==> config.mk <==
export PLATFORM = sky130hd
export DESIGN_NAME = exec_cycle_counter
export DESIGN_NICKNAME = d
export VERILOG_FILES = /design/src/rtl/exec_cycle_counter.sv
export SDC_FILE = /design/constraint.sdc
export NUM_CORES = 1
export LEC_CHECK = 0
export ABC_AREA = 1
export BUFFER_PORTS_ARGS = -buffer_cell sky130_fd_sc_hd__buf_2
export CAP_MARGIN = 5
export CORE_UTILIZATION = 25
export CTS_CLUSTER_DIAMETER = 200
export DETAILED_ROUTE_END_ITERATION = 8
export PLACE_DENSITY_LB_ADDON = 0.2
export SYNTH_ARGS = -nofsm -noshare
export SYNTH_HDL_FRONTEND = slang
export SYNTH_SLANG_ARGS = --single-unit
==> constraint.sdc <==
create_clock -name clock -period 1.98 [get_ports clock]
set_input_delay 0.198 -clock clock [delete_from_list [all_inputs] [get_ports clock]]
set_output_delay 0.198 -clock clock [all_outputs]
set_load 0.05 [all_outputs]
==> src/rtl/exec_cycle_counter.sv <==
// Execution profiler: counts cycles or retired instructions between start and stop.
// Optional decimal display counting is enabled by defining EXEC_COUNTER_BCD_EN.
module exec_cycle_counter #(
    parameter int WIDTH = 16
) (
    input  logic             clock,
    input  logic             reset,
    input  logic             start,
    input  logic             stop,
    input  logic             clear,
    input  logic             instr_done,
    input  logic             mode,
    output logic [WIDTH-1:0] count_out,
    output logic             counter_enable,
    output logic             running,
    output logic             overflow
);

    typedef enum logic [1:0] {
        IDLE = 2'd0,
        RUN  = 2'd1,
        DONE = 2'd2
    } state_t;

    state_t           state_q, state_d;
    logic [WIDTH-1:0] count_d;
    logic             overflow_d;
    logic             mode_q, mode_d;
    logic [WIDTH-1:0] inc_val;
    logic             at_max;
    logic             inc_cond;

`ifdef EXEC_COUNTER_BCD_EN
    localparam int unsigned DIGITS = WIDTH / 4;

    function automatic logic [WIDTH-1:0] bcd_max();
        logic [WIDTH-1:0] v;
        v = '0;
        for (int unsigned i = 0; i < DIGITS; i++) v[4*i +: 4] = 4'h9;
        return v;
    endfunction

    function automatic logic [WIDTH-1:0] bcd_inc(input logic [WIDTH-1:0] v);
        logic [WIDTH-1:0] r;
        logic             carry;
        r     = v;
        carry = 1'b1;
        for (int unsigned i = 0; i < DIGITS; i++) begin
            if (carry) begin
                if (v[4*i +: 4] == 4'h9) begin
                    r[4*i +: 4] = 4'h0;
                end else begin
                    r[4*i +: 4] = v[4*i +: 4] + 4'h1;
                    carry       = 1'b0;
                end
            end
        end
        return r;
    endfunction

    localparam logic [WIDTH-1:0] MAX_VAL = bcd_max();

    assign inc_val = bcd_inc(count_out);
    assign at_max  = (count_out == MAX_VAL);
`else
    assign inc_val = count_out + 1'b1;
    assign at_max  = &count_out;
`endif

    assign inc_cond = mode_q ? instr_done : 1'b1;

    always_comb begin
        state_d    = state_q;
        count_d    = count_out;
        overflow_d = overflow;
        mode_d     = mode_q;
        unique case (state_q)
            IDLE, DONE: begin
                if (start) begin
                    state_d    = RUN;
                    count_d    = '0;
                    overflow_d = 1'b0;
                    mode_d     = mode;
                end
            end
            RUN: begin
                if (inc_cond) begin
                    if (at_max) overflow_d = 1'b1;
                    else        count_d    = inc_val;
                end
                if (stop) state_d = DONE;
            end
            default: state_d = IDLE;
        endcase
        if (clear) begin
            state_d    = IDLE;
            count_d    = '0;
            overflow_d = 1'b0;
            mode_d     = 1'b0;
        end
    end

    // Status flags are registered from the next state so they track the state register exactly.
    always_ff @(posedge clock) begin
        if (!reset) begin
            state_q        <= IDLE;
            count_out      <= '0;
            overflow       <= 1'b0;
            mode_q         <= 1'b0;
            counter_enable <= 1'b0;
            running        <= 1'b0;
        end else begin
            state_q        <= state_d;
            count_out      <= count_d;
            overflow       <= overflow_d;
            mode_q         <= mode_d;
            counter_enable <= (state_d != IDLE);
            running        <= (state_d == RUN);
        end
    end

endmodule
* Word level (Yosys, flattened, before mapping)
Index checks and enable logic that the tools add are counted.
** Storage, ports and cells
- Input bits :: 7
- Register bits :: 22
- Output and inout port bits :: 19
- Logic and storage cells :: 37
** Cells by class
- Add/sub/neg operators :: 1
- Reduce and logical (&&, ||, !) cells :: 9
- Bitwise logic cells :: 1
- Equal/unequal tests :: 7
- Multiplexer cells :: 13
** Operators with widths (number)
- $mux W16 :: 3
- $pmux W16 S2 :: 1
- $add A16 B1 Y16 const B :: 1
- $reduce_and A16 Y1 :: 1
- $ne A2 B2 Y1 const B :: 4
- $reduce_and A4 Y1 :: 2
- $mux W2 :: 3
- $eq A2 B1 Y1 const B :: 2
- $mux W1 :: 4
- $pmux W2 S2 :: 1
- $reduce_bool A2 Y1 :: 2
- $reduce_or A2 Y1 :: 2
- $eq A2 B2 Y1 const B :: 1
- $logic_not A2 Y1 :: 1
- $pmux W1 S2 :: 1
- $reduce_and A2 Y1 :: 1
- $not A1 Y1 :: 1

* Depth between registers and ports, before layout
Gate-level depths: netlist (run 1).
- Depth after elaboration :: 5
- Depth in mapped cells :: 11

* Worst setup path after synthesis (run 1)
No wires, ideal clock.
- Kind :: register to register
- Start :: reg count_out[1]
- End :: reg count_out[13]
- Library setup time :: 0.069 ns
- Clock period less this slack :: 1.838 ns
- Required time :: 1.911 ns
- Arrival time :: 1.770 ns
- Buffers on the path :: 0
- Stages on the path, launching flop included :: 12
- Slack :: 0.142 ns
- Path through :: dfxtp_1 > ha_1 > nand2_2 > nor2_4 > nand2_2 > nor2_4 > nand2_4 > nand2_8 > nand2_4 > inv_2 > nand2_1 > o21ai_1
** On the way
- Cells in the longest elaborated chain, start to end :: 4
** Ends and longest elaborated chain
- start, declared :: line 13 : output logic [WIDTH-1:0] count_out,
- start signal, assigned :: line 114 : count_out <= count_d;
- $add A16 B1 Y16 :: line 66 : assign inc_val = count_out + 1'b1;
- $mux W16 :: line 88 : if (at_max) overflow_d = 1'b1;
- $mux W16 :: line 87 : if (inc_cond) begin
- $pmux W16 S2 :: line 77 : unique case (state_q)
Parallel ways exist; a longest one is shown, timed or not. The select of a mux whose other input is x is not followed.
A chain may end at the register's enable or synchronous reset.

* Final worst setup path (run 1)
Same ends and word-level chain as after synthesis.

==> results.py, run 1 <==
metrics = {
    "place": {
        "port_buffers": 25,
        "finalWeightedCongestion": 0.793,
        "detailed_place_hpwl_um": 2540,
    },
    "clock_network": {
        "htreeDepth": 1,
        "clk_latency_ns": 0.26,
        "cts_inserted_buffers": 3,
        "clk_path_buf_depth": 2,
        "post_cts_buffers": 0,
        "cts_tree": "done",
        "root_buffer": "clkbuf_8",
        "clkTransAtPathRegs_ns": 0.09,
        "hold_buffers": 0,
        "cts.sinks": 22,
        "cts_resized": 0,
    },
    "floorplanning": {
        "io_pins": 26,
        "coreArea_sq_mm": 0.00514,
        "dieWidth_um": 75.1,
        "fp.dieArea_sq_mm": 0.00564,
        "rows": 26,
        "initial_utilization_pct": 26.0,
        "die_height_um": 75.1,
    },
    "cells_and_area": {
        "synthToLayoutAreaGrowth_pct": 21.2,
        "multi_input_comb_area_sq_um": 810,
        "seq_area_sq_um": 440,
        "drive_gt1_share_pct": 26.8,
        "final_common_cell": "nand2_1",
        "n_fill_cell": 597,
        "antennaDiodeCount": 0,
        "final_net_count": 233,
        "layout_common_cells": "nand2_1 (48), nor2_1 (27), buf_2 (25)",
    },
    "power": {
        "ir_worst_vdd_mv": 0.372,
        "p_total_w": 0.000869,
        "power.density_mw_per_mm2": 537,
        "power_leakage_nw": 0.688,
    },
    "critical_path": {
        "start_kind": "flop",
        "crit_fanout": 10,
        "worstPathArrival_ns": 1.82,
        "cp.required_ns": 2.18,
        "path_class": "flop to flop",
        "worstSetupEndpointType": "flop",
    },
    "drt": {
        "routed_wl_um": 3210,
        "postRouteAntennaNets": 0,
        "vias": 1247,
        "viasPerCell": 4.24,
        "drc": 0,
        "drt_iter0_drc": 45,
        "wire_per_inst_um": 10.9,
        "dr.pass1.iters": 6,
    },
    "yosys": {
        "syn-num-nets": 201,
        "synth_area_leaders": "dfxtp_1 (33%), nand2_1 (13%), nor2_1 (7.6%), nand3_1 (5.2%), inv_1 (4.8%)",
        "yosys_register_bits": 22,
        "syn-instance-count": 193,
        "synth_top_area_share_pct": 33.0,
        "yosysUniqueCellTypes": 24,
        "synth_warnings": 0,
        "avgSynthCellArea_sq_um": 6.92,
        "ys_seq_area_share_pct": 33.0,
        "syn_area_sq_mm": 0.00134,
        "yosysTopAreaCell": "dfxtp_1",
    },
    "global_routing": {
        "grt-busiest-layer": "met2",
        "antenna_found_initial": 0,
        "track_usage_pct": 13.3,
        "grtUsageMet2_pct": 21.9,
        "overflow": 0,
        "grt_use_met1_pct": 17.5,
        "grt_pass1_wl_um": 5540,
        "grtUsageMet3_pct": 2.81,
        "grt_max_degree": 13,
        "grt_pass1_vias": 1192,
    },
    "sta": {
        "hold_violations": 0,
        "worst_pin_slew_ns": 0.470,
        "rsz0062_at_grt": "no",
        "fin_skew_ns": 0.00292,
        "tns_ns": 0,
        "setup_violations": 0,
        "slew_viol_final": 0,
        "fmax_mhz": 618,
        "period_share_pct": 81.7,
        "final.min_clock_period_ns": 1.62,
        "slew_headroom_pct": 68.6,
    },
    "worst_hold_path": {
        "min_path_type": "input port to flop",
    },
    "flow_run": {
        "maxCapViolCount": 0,
    },
    "status": {
        "outcome": "completed",
    },
}
-- metal layers --
metal  share of wire [%]  wire length, um  vias up
met1                  50             1620      549
met5                   0                0        -
met3                 3.3              105        4
met2                  45             1430       22
met4                 1.7               55        0
li1                    -                -      672
-- worst max-delay path, stage by stage (launching register included) --
cell     delay [ns]
dfxtp_1        0.40
ha_1           0.21
nand2_2        0.09
nor2_4         0.14
nand2_2        0.11
nor2_4         0.11
nand2_4        0.08
nand2_8        0.11
nand2_4        0.07
inv_2          0.11
nand2_1        0.06
o21ai_1        0.07
-- cell families after synthesis --
family / Yosys count / share of synthesized area, %
simple gates: 119 / 47.4
compound gates: 23 / 8.99
buf+inv: 23 / 6.46
flops: 22 / 33.0
xor+xnor: 5 / 3.28
fa+ha+maj: 1 / 0.936
-- power by group --
part	total, W	internal [W]	switching [W]
Sequential	0.000450	0.000447	0.00000349
Clock	0.000334	0.000177	0.000156
Combinational	0.0000850	0.0000252	0.0000598
-- through the flow --
step / std cells / area, sq um / worst slack [ns] / utilization, % / hold slack, ns
global route: 294 / 1620 / 0.203 / 31.5 / 0.195
finish: 294 / 1620 / 0.363 / 31.5 / 0.167
CTS: 294 / 1620 / 0.342 / 31.5 / 0.168
global placement: 290 / 1560 / 0.379 / 30.4 / 0.445
floorplan: 193 / 1340 / 0.142 / - / 0.340
detailed placement: 290 / 1560 / 0.375 / 30.4 / 0.451
-- cell usage after synthesis, drive strengths merged --
master,instances
nor3b,1
ha,1
and2,2
xor2,2
xnor2,3
dfxtp,22
o21ai,13
inv,23
nand2,59
nand3,15
nor3,2
o21bai,2
nor2,38
a21oi,8
nand4,2
-- registers in the layout, indices dropped and copies added (netlist names) --
register and cells:
mode_q 1, running 1, overflow 1, state_q 2
counter_enable 1, count_out 16
-- path summary, 6_finish.rpt --
check | slack [ns] | depth (start not counted) | startpoint | endpoint
max reg2reg | 0.36 | 11 | count_out[1]$_SDFFE_PP0P_ | count_out[13]$_SDFFE_PP0P_
min reg2reg | 0.46 | 2 | overflow$_SDFFE_PP0P_ | overflow$_SDFFE_PP0P_
max | 0.36 | 11 | count_out[1]$_SDFFE_PP0P_ | count_out[13]$_SDFFE_PP0P_
min | 0.17 | 3 | mode | mode_q$_SDFFE_PP0P_
-- layout make-up --
cell class	instances	area share (%)
clock buffer	4	3.40
inverter	23	5.33
tap	70	5.41
timing repair buffer	27	8.66
multi-input combinational	148	50.0
sequential	22	27.2
No activity file was read; power rests on OpenSTA's default activity.
==> run 2: changes to the inputs <==
Settings changed: ABC_AREA 1 to 0.
Clock period 1.98 ns to 1.3 ns, I/O delays scaled along.
==> run 2 against run 1 <==
  * The run now ends with setup timing left
  * Routed wire length up 6.1%
  * Worst hold slack worse by 0.068 ns
  * Non-clock buffer count up 46
  * Flip-flop and latch count unchanged
  * Clock power up 96%
  * Sequential share of layout area down 1.1 points
  * Global-route usage up 2.5 points
  * Die area down 16%
  * Cell count down 12%
  * Highest routed layer unchanged
==> results.py, run 2 <==
metrics = {
    "yosys": {
        "synth_area_leaders": "dfxtp_1 (39%), a21oi_1 (7.1%), nand2_1 (4.4%), nor2_1 (4.0%), o21ai_0 (3.6%)",
        "syn-instance-count": 139,
        "syn_area_sq_mm": 0.00112,
        "avgSynthCellArea_sq_um": 8.07,
        "synth_edf_count": 0,
        "synth_top_area_share_pct": 39.3,
        "yosysTopAreaCell": "dfxtp_1",
        "async_flop_share_pct": 0,
        "synth_warnings": 0,
        "yosysUniqueCellTypes": 37,
        "yosys_register_bits": 22,
        "netlist_top_cells_count": "dfxtp_1 (22), a21oi_1 (16), nand2_1 (13)",
        "synthMostInstantiatedCell": "dfxtp_1",
        "yosys_most_used_dff": "dfxtp_1",
        "syn-num-nets": 147,
        "ys_seq_area_share_pct": 39.3,
    },
    "sta": {
        "hold_slack_ns": 0.0994,
        "fin_skew_ns": 0.00277,
        "fmax_mhz": 541,
        "tns_ns": -8.47,
        "final.min_clock_period_ns": 1.85,
        "hold_violations": 0,
        "period_share_pct": 142,
        "slew_viol_final": 0,
        "worst_pin_slew_ns": 0.312,
        "slew_headroom_pct": 79.0,
        "setup_ws_ns": -0.549,
        "rsz0062_at_grt": "yes",
        "setup_violations": 17,
    },
    "clock_network": {
        "cts_tree": "done",
        "cts.sinks": 22,
        "clk_latency_ns": 0.26,
        "root_buffer": "clkbuf_8",
        "cts_inserted_buffers": 3,
        "clkTransAtPathRegs_ns": 0.09,
        "hold_buffers": 0,
        "htreeDepth": 1,
        "clk_path_buf_depth": 2,
    },
    "drt": {
        "drt_iter0_drc": 61,
        "wire_per_inst_um": 13.2,
        "postRouteAntennaNets": 0,
        "drc": 0,
        "vias": 1298,
        "met1Wirelength_um": 1600,
        "wl_met3_um": 118,
        "met2_length_um": 1670,
        "routed.top_layer": "met4",
        "viasPerCell": 5.03,
        "dr.pass1.iters": 4,
        "routed_wl_um": 3410,
    },
    "critical_path": {
        "rr_worst_depth": 7,
        "worstPathArrival_ns": 2.03,
        "r2r_slack_ns": -0.55,
        "rr_endpoint": "count_out[9]$_SDFFE_PP0P_",
        "endpoint": "count_out[9]$_SDFFE_PP0P_",
        "path_class": "flop to flop",
        "cp-startpoint": "count_out[1]$_SDFFE_PP0P_",
        "crit_fanout": 8,
        "r2r_start": "count_out[1]$_SDFFE_PP0P_",
        "start_kind": "flop",
        "worstSetupEndpointType": "flop",
        "cp.required_ns": 1.48,
    },
    "global_routing": {
        "grt_max_degree": 14,
        "overflow": 0,
        "grt_pass1_wl_um": 5590,
        "track_usage_pct": 15.8,
        "antenna_found_initial": 0,
        "grt_pass1_vias": 1191,
    },
    "power": {
        "power_leakage_nw": 0.779,
        "ir_worst_vdd_mv": 0.450,
        "p_total_w": 0.00150,
        "power.density_mw_per_mm2": 831,
    },
    "status": {
        "failed_checks": "setup timing",
        "outcome": "complete, but fails checks",
    },
    "worst_hold_path": {
        "min_path_type": "input port to flop",
    },
    "cells_and_area": {
        "layout_common_cells": "buf_4 (45), buf_2 (25), a21oi_1 (14)",
        "instances_no_fill": 258,
        "final_net_count": 217,
        "synthToLayoutAreaGrowth_pct": 60.7,
        "top_regs": "count_out: 16 flops, state_q: 2 flops",
        "largest_register_ffs": 16,
        "regMostFlops": "count_out",
        "drive_gt1_share_pct": 52.9,
        "antennaDiodeCount": 0,
        "final_common_cell": "buf_4",
    },
    "floorplanning": {
        "dieWidth_um": 69.0,
        "die_height_um": 69.0,
        "rows": 23,
        "io_pins": 26,
        "coreArea_sq_mm": 0.00414,
        "initial_utilization_pct": 27.1,
        "fp.dieArea_sq_mm": 0.00476,
    },
    "place": {
        "post-place-ws_ns": -0.698,
        "finalWeightedCongestion": 0.791,
        "detailed_place_hpwl_um": 2610,
        "port_buffers": 25,
        "dp_cells": 251,
    },
    "flow_run": {
        "maxCapViolCount": 0,
    },
}
[run 2: routing by layer]
layer  up-vias  global-route usage (%)
li1        651                       -
met1       614                    20.0
met2        31                    27.4
met3         2                    2.47
met4         0                    4.34
met5         -                       0
[run 2: worst min path at each step]
| stage | cells after the start | startpoint | slack [ns] | endpoint |
|---|---|---|---|---|
| 5_1_grt | 3 | stop | 0.12 | state_q[1]$_SDFF_PN0_ |
| 3_3_place_gp | 3 | mode | 0.36 | mode_q$_SDFFE_PP0P_ |
| 6_report | 3 | mode | 0.1 | mode_q$_SDFFE_PP0P_ |
| 4_1_cts | 3 | mode | 0.10 | mode_q$_SDFFE_PP0P_ |
| 2_1_floorplan | 2 | stop | 0.27 | state_q[1]$_SDFF_PN0_ |
| 3_5_place_dp | 3 | mode | 0.38 | mode_q$_SDFFE_PP0P_ |
[run 2: cell type report]
class | count | area, sq um
Sequential cell | 22 | 470
Inverter | 2 | 7.51
Clock buffer | 3 | 41.3
Multi-Input combinational cell | 107 | 693
Timing Repair Buffer | 73 | 497
Clock inverter | 1 | 30.0
Fill cell | 432 | 2340
Tap cell | 50 | 62.6
[run 2: kinds of logic after synthesis]
kind of cell	Yosys count	share of synthesized area (%)
adder cells (fa/ha/maj)	1	1.12
AO/OA/AOI/OAI	43	24.1
multiplexers	1	0.893
AND/OR/NAND/NOR	62	30.0
flip-flops	22	39.3
buffers and inverters	10	4.58
[run 2: per-stage QoR]
stage / area [sq um] / utilization [%]
floorplan: 1170 / -
global placement: 1650 / 39.8
detailed placement: 1650 / 39.8
CTS: 1780 / 42.9
global route: 1800 / 43.5
finish: 1800 / 43.5
[run 2: power breakdown]
group	total (W)	switching, W	internal (W)
logic	0.000173	0.0000993	0.0000736
registers	0.000672	0.00000248	0.000669
clock network	0.000653	0.000241	0.000411
total	0.00150	0.000343	0.00115
[run 2: timing repair]
action                                 in CTS  in global routing
buffers inserted                            2                  2
setup endpoints to repair                  17                 17
pin swaps                                   6                  6
endpoints found under the hold margin       0                  0
gates resized for setup                    10                  6
[run 2: worst max-delay path: stages (launching register included)]
cell and delay [ns]:
dfxtp_4 0.37, ha_4 0.13, nand3_2 0.08, or4_4 0.53, o31ai_4 0.25, buf_6 0.18
a21oi_1 0.04, o21ai_1 0.18
